<file path="src/rtl/iter_sequencer.sv">
// Iteration sequencer for multi-cycle datapaths: start/done handshake, run-time
// iteration count, hold/abort, and load/step/last/done strobes.
module iter_sequencer #(
    parameter int unsigned WIDTH         = 7,
    parameter int unsigned DEFAULT_ITERS = 32,
    parameter int unsigned USE_DEFAULT   = 1
) (
    input  logic             clock,
    input  logic             reset,
    input  logic             start,
    input  logic [WIDTH-1:0] iters,
    input  logic             hold,
    input  logic             abort,
    output logic             busy,
    output logic             load,
    output logic             step,
    output logic             last,
    output logic             done,
    output logic [WIDTH-1:0] count
);

    typedef enum logic [1:0] {
        S_IDLE = 2'd0,
        S_LOAD = 2'd1,
        S_RUN  = 2'd2,
        S_DONE = 2'd3
    } state_t;

    state_t           state;
    state_t           state_nxt;
    logic [WIDTH-1:0] n_q;
    logic             accept_c;
    logic             at_last_c;
    logic             zero_iters_c;

    assign accept_c     = start && !abort && ((state == S_IDLE) || (state == S_DONE));
    assign at_last_c    = (count == (n_q - WIDTH'(1)));
    assign zero_iters_c = (iters == '0);

    // State register
    always_ff @(posedge clock or negedge reset) begin
        if (!reset) begin
            state <= S_IDLE;
        end else begin
            state <= state_nxt;
        end
    end

    // Next-state logic; abort overrides everything
    always_comb begin
        state_nxt = state;
        if (abort) begin
            state_nxt = S_IDLE;
        end else begin
            case (state)
                S_IDLE:  if (start) state_nxt = S_LOAD;
                S_LOAD:  state_nxt = (n_q == '0) ? S_DONE : S_RUN;
                S_RUN:   if (!hold && at_last_c) state_nxt = S_DONE;
                S_DONE:  state_nxt = start ? S_LOAD : S_IDLE;
                default: state_nxt = S_IDLE;
            endcase
        end
    end

    // Iteration count and latched N; count only clears on entry to LOAD
    always_ff @(posedge clock or negedge reset) begin
        if (!reset) begin
            n_q   <= '0;
            count <= '0;
        end else begin
            if (accept_c) begin
                n_q   <= ((USE_DEFAULT != 0) && zero_iters_c) ? WIDTH'(DEFAULT_ITERS) : iters;
                count <= '0;
            end else if ((state == S_RUN) && !hold && !abort) begin
                count <= count + WIDTH'(1);
            end
        end
    end

    // Moore decode; only step and last see hold directly
    always_comb begin
        busy = 1'b0;
        load = 1'b0;
        step = 1'b0;
        last = 1'b0;
        done = 1'b0;
        case (state)
            S_LOAD: begin
                busy = 1'b1;
                load = 1'b1;
            end
            S_RUN: begin
                busy = 1'b1;
                step = !hold;
                last = !hold && at_last_c;
            end
            S_DONE:  done = 1'b1;
            default: ;
        endcase
    end

endmodule

</file>
<file path="config.mk">
export PLATFORM = sky130hd
export DESIGN_NAME = iter_sequencer
export DESIGN_NICKNAME = d
export VERILOG_FILES = /design/src/rtl/iter_sequencer.sv
export SDC_FILE = /design/constraint.sdc
export NUM_CORES = 1
export LEC_CHECK = 0
export ABC_AREA = 0
export BUFFER_PORTS_ARGS = -buffer_cell sky130_fd_sc_hd__buf_2
export CORE_ASPECT_RATIO = 0.8
export CORE_MARGIN = 2
export CORE_UTILIZATION = 46
export DETAILED_ROUTE_END_ITERATION = 12
export PLACE_DENSITY = 0.67
export SYNTH_ARGS = -nofsm -noshare
export SYNTH_HDL_FRONTEND = slang
export SYNTH_SLANG_ARGS = --single-unit
</file>
<file path="constraint.sdc">
create_clock -name clock -period 5 [get_ports clock]
set_input_delay 0.5 -clock clock [delete_from_list [all_inputs] [get_ports clock]]
set_output_delay 0.5 -clock clock [all_outputs]
set_load 0.01 [all_outputs]
</file>
**Yosys cells after proc, flatten, opt, wreduce, memory -nomap -nowiden**

Cells that the tools add are included.

- Input bits: 12
- Bits in writable memories: 0
- Output and inout bits: 12
- Memories kept: 0
- Logic and storage cells: 39
- Memory bits (read-only): 0
- Register bits after elaboration: 16
- Bits in latches: 0

- Div/mod/pow operators: 0
- $mul: 0
- Magnitude comparators: 0
- Shift operators: 0
- Muxes and demuxes: 14
- Reduce and logical (&&, ||, !) cells: 14
- Equality and inequality tests: 6
- Add/subtract/negate cells: 2
- Bitwise gates (word level): 0

Operators by type and width:

| operator | number |
|---|---|
| two-way mux 7 bit | 3 |
| zero test 7 bit | 2 |
| one-hot mux 2 bit (4 select lines) | 1 |
| adder 7 x 1 -> 7 bit (second input constant) | 1 |
| == test 7 bit | 1 |
| two-way mux 1 bit | 7 |
| subtractor 7 x 1 -> 7 bit (second input constant) | 1 |
| two-way mux 2 bit | 3 |
| inequality test 3 bit (second input constant) | 2 |
| logical AND 1 bit | 5 |
| == test 2 bit (second input constant) | 2 |
| == test 2 x 1 -> 1 bit (second input constant) | 1 |
| zero test 1 bit | 2 |
| zero test 2 bit | 1 |
| AND reduction 2 bit | 1 |
| nonzero test 2 bit | 1 |
| OR reduction 2 bit | 1 |
| logical OR 1 bit | 1 |

**Depth between registers and ports, before layout**

- Depth in word-level cells: 6
- Gate-level depth with buffers: 8
- Mapped depth without buffers: 7

**Worst setup path before layout**

No wires, ideal clock.

- Kind: reg-to-output
- Start: register n_q[0]
- End: output last
- Path slack: 2.585 ns
- Stages on the path, launching flop included: 9
- Buffers on the path: 1
- Data arrival time: 1.915 ns
- Data required time: 4.500 ns
- Cell sequence: dfrtp_1 > inv_1 > ha_1 > clkbuf_1 > o21ba_2 > a221oi_1 > a41oi_1 > a2111oi_0 > and2_1

- Word-level cells in the longest chain between the ends: 4

Ends and longest elaborated chain:

| element | line | RTL |
|---|---|---|
| from (decl) | 31 | `logic [WIDTH-1:0] n_q;` |
| from (signal assigned) | 72 | `n_q <= ((USE_DEFAULT != 0) && zero_iters_c) ? WIDTH'(DEFAULT_ITERS) : iters;` |
| subtractor 7 x 1 -> 7 bit | 37 | `assign at_last_c = (count == (n_q - WIDTH'(1)));` |
| == test 7 bit | 37 |  |
| logical AND 1 bit | 95 | `last = !hold && at_last_c;` |
| two-way mux 1 bit | 87 | `case (state)` |
| to (decl) | 17 | `output logic last,` |

Every way passes these cells.

**Worst setup path in the final report**

Ends and elaborated chain as after synthesis.

==> reports/summary.txt <==
hold crit path type: in2async
fin nets: 156
Die ar.: 2700 µm²
Setup CP Type: reg2out
All-Layer GR Usage: 0.184
CP delay by family, top: compound AO/OA/AOI/OAI gates
f_max: 341 MHz
hold buffer count at CTS: 0
Critical Path AT: 2.44 ns
Synth Net Count: 132
Critical Path Max Stage Delay: 0.45 ns
CTS-repair resized insts: 0
HPWL after detailed placement: 1800 µm
CTS Buf Count: 3
CP endpoint kind: primary output
register bit count reported by yosys: 16
crit path launch type: flip-flop
Worst-path clk slew: 0.11 ns
CORE AREA: 2160 µm²
first-pass GRT wire length: 3690 µm
vias per cell: 5.70
I/O Pins: 24
Mapped Cells: 113
H-tree Lvls: 1
Skew-Pair Late Insertion Delay: 0.29 ns
PD cells: 518 nW/µm²
# clock sinks: 16
initial antenna violation count: 0
vias in the first global route: 841
synthesized area per cell: 9.35 µm²
# setup viols final: 0
Area Overhead vs Synth: 15.9%
top cells by area, synth: dfrtp_1 38%, ha_1 8.3%, xnor2_1 5.0%
Detail Route Antenna Nets: 0
Critical-path top delay cell: a2111oi_0
GPL Wtd Cong: 0.733
endpoints failing hold: 0
Setup Skew: 0.00756 ns
clock period minus worst slack: 2.94 ns
Rows: 15
Clock Tree Root: clkbuf_4
grt total ovfl: 0
Yosys top cell by area: dfrtp_1
RSZ-0062 raised after global routing: no
CP Cell Sequence: inv_1 -> ha_1 -> o21ba_2 -> a221oi_1 -> a41oi_1 -> a2111oi_0 -> and2_1 -> buf_2
Die Span Y: 46.9 µm
CTS max path bufs: 2
Synth top area share: 0.379
max-cap viol count: 0
ANT cells: 0
final worst path period share: 0.587
largest net degree at the start of global routing: 17
Initial Utilization: 0.489
Iteration-0 DRC Markers: 19
setup bufs post-CTS: 0
DR vias: 917
worst slew pin tran: 1.02 ns
static leakage: 0.569 nW
Buf+Inv Stages, Crit Path: 2
status: finished, final reports clean
Mapped Area: 1060 µm²
port buffer count: 23
Max-slew headroom: 0.321
post-synthesis cell type count: 36
drt first pass iters: 4
setup TNS: 0 ns
Die Width: 57.6 µm
Max VDD drop: 0.266 mV
final slew viol count: 0
register area share after synthesis: 0.379
maximum fanout along the worst path: 7
synth warn: 0
Wirelength per Cell: 14.3 µm
PnR Total Power: 0.634 mW
DRC Markers: 0
layout cell share with drive strength beyond 1: 0.250
CTS tree: done
Worst EP required: 4.50 ns
WL final: 2300 µm
## cells by family (layout without fill, tap and decap cells)
logic type / after synthesis / in the layout / synth area share
multiplexers: 5 / 5 / 0.0521
adder cells (fa/ha/maj): 7 / 7 / 0.0829
XOR/XNOR: 12 / 12 / 0.0995
AO/OA/AOI/OAI: 22 / 22 / 0.146
buffers and inverters: 11 / 34 / 0.0391
AND/OR/NAND/NOR: 40 / 40 / 0.201
flip-flops: 16 / 16 / 0.379
## registers in the layout, summed over array words and instances (netlist names)
signal,cells
state,2
count,7
n_q,7
## Yosys cell counts
cell type and count:
and2_1 1, o31a_1 1, a31oi_1 2, o32ai_1 1, dfrtp_1 16, nor3b_1 1
a221oi_1 1, and4_1 2, a21oi_1 1, xnor2_1 6, nand4_1 2, a211oi_1 1
nand3b_1 1, inv_1 7, nand2b_1 2, clkbuf_1 4, nor3_1 3, a2111oi_0 1
nor2b_1 3, o2bb2ai_1 1, mux2_2 4, or3_1 2, o21ba_2 1, nand2_1 6
o211ai_1 2, or2_2 2, ha_1 7, nand3_1 3, a311oi_1 1, a22oi_1 1
o21ai_0 7, xor2_1 6, a41oi_1 1, nor2_1 10, or4_1 2, mux2i_1 1
## layout by cell type, fill, tap and decap left out, drive strengths merged
cell type	Yosys	layout
o211ai	2	2
o21ba	1	1
nand2	6	6
o31a	1	1
nand4	2	2
xnor2	6	6
nand3b	1	1
or2	2	2
nor3b	1	1
dfrtp	16	16
a41oi	1	1
a311oi	1	1
o21ai	7	7
mux2i	1	1
or4	2	2
nand2b	2	2
inv	7	7
a211oi	1	1
buf	0	23
clkbuf	4	4
a22oi	1	1
xor2	6	6
o32ai	1	1
and4	2	2
o2bb2ai	1	1
mux2	4	4
ha	7	7
nor3	3	3
a2111oi	1	1
a221oi	1	1
nor2b	3	3
nor2	10	10
or3	2	2
a21oi	1	1
and2	1	1
a31oi	2	2
nand3	3	3
## through the flow
step | util | cells | worst slack, ns | hold WS (ns) | cell area (µm²)
floorplan | - | 113 | 2.58 | 0.204 | 1060
global placement | 0.550 | 157 | 2.48 | 0.437 | 1190
detailed placement | 0.550 | 157 | 2.36 | 0.441 | 1190
CTS | 0.567 | 161 | 2.03 | 0.119 | 1220
global route | 0.567 | 161 | 1.78 | 0.131 | 1220
finish | 0.567 | 161 | 2.06 | 0.107 | 1220
## worst paths after layout
kind	endpoint	start	cells after the start	slack, ns
max	last	n_q[0]	8	2.06
min reg2reg	n_q[6]	n_q[6]	1	0.59
max reg2reg	n_q[2]	state[0]	5	2.53
min	state[0]	reset	1	0.11
max in group asynchronous	n_q[3]	reset	1	4.61
min in group clock	n_q[0]	iters[0]	3	0.45
## power breakdown
part / internal, mW / switching (mW)
clock: 0.0443 / 0.0438
combinational: 0.147 / 0.162
sequential: 0.174 / 0.0624
## metal layers
metal / up-vias / routed length (µm) / track usage / part of all wire
li1: 450 / - / - / -
met1: 445 / 1100 / 0.244 / 0.48
met2: 20 / 1090 / 0.302 / 0.47
met3: 2 / 100 / 0.0413 / 0.043
met4: 0 / 12 / 0.0651 / 0.0052
met5: - / 0 / 0 / 0
## layout make-up
class	count	area, µm²
clock buffer	4	36.3
fill	198	935
multi-input combinational	86	614
inverter	7	26.3
sequential	16	400
tap	25	31.3
timing repair buffer	23	115
(Power assumes the default switching activity.)
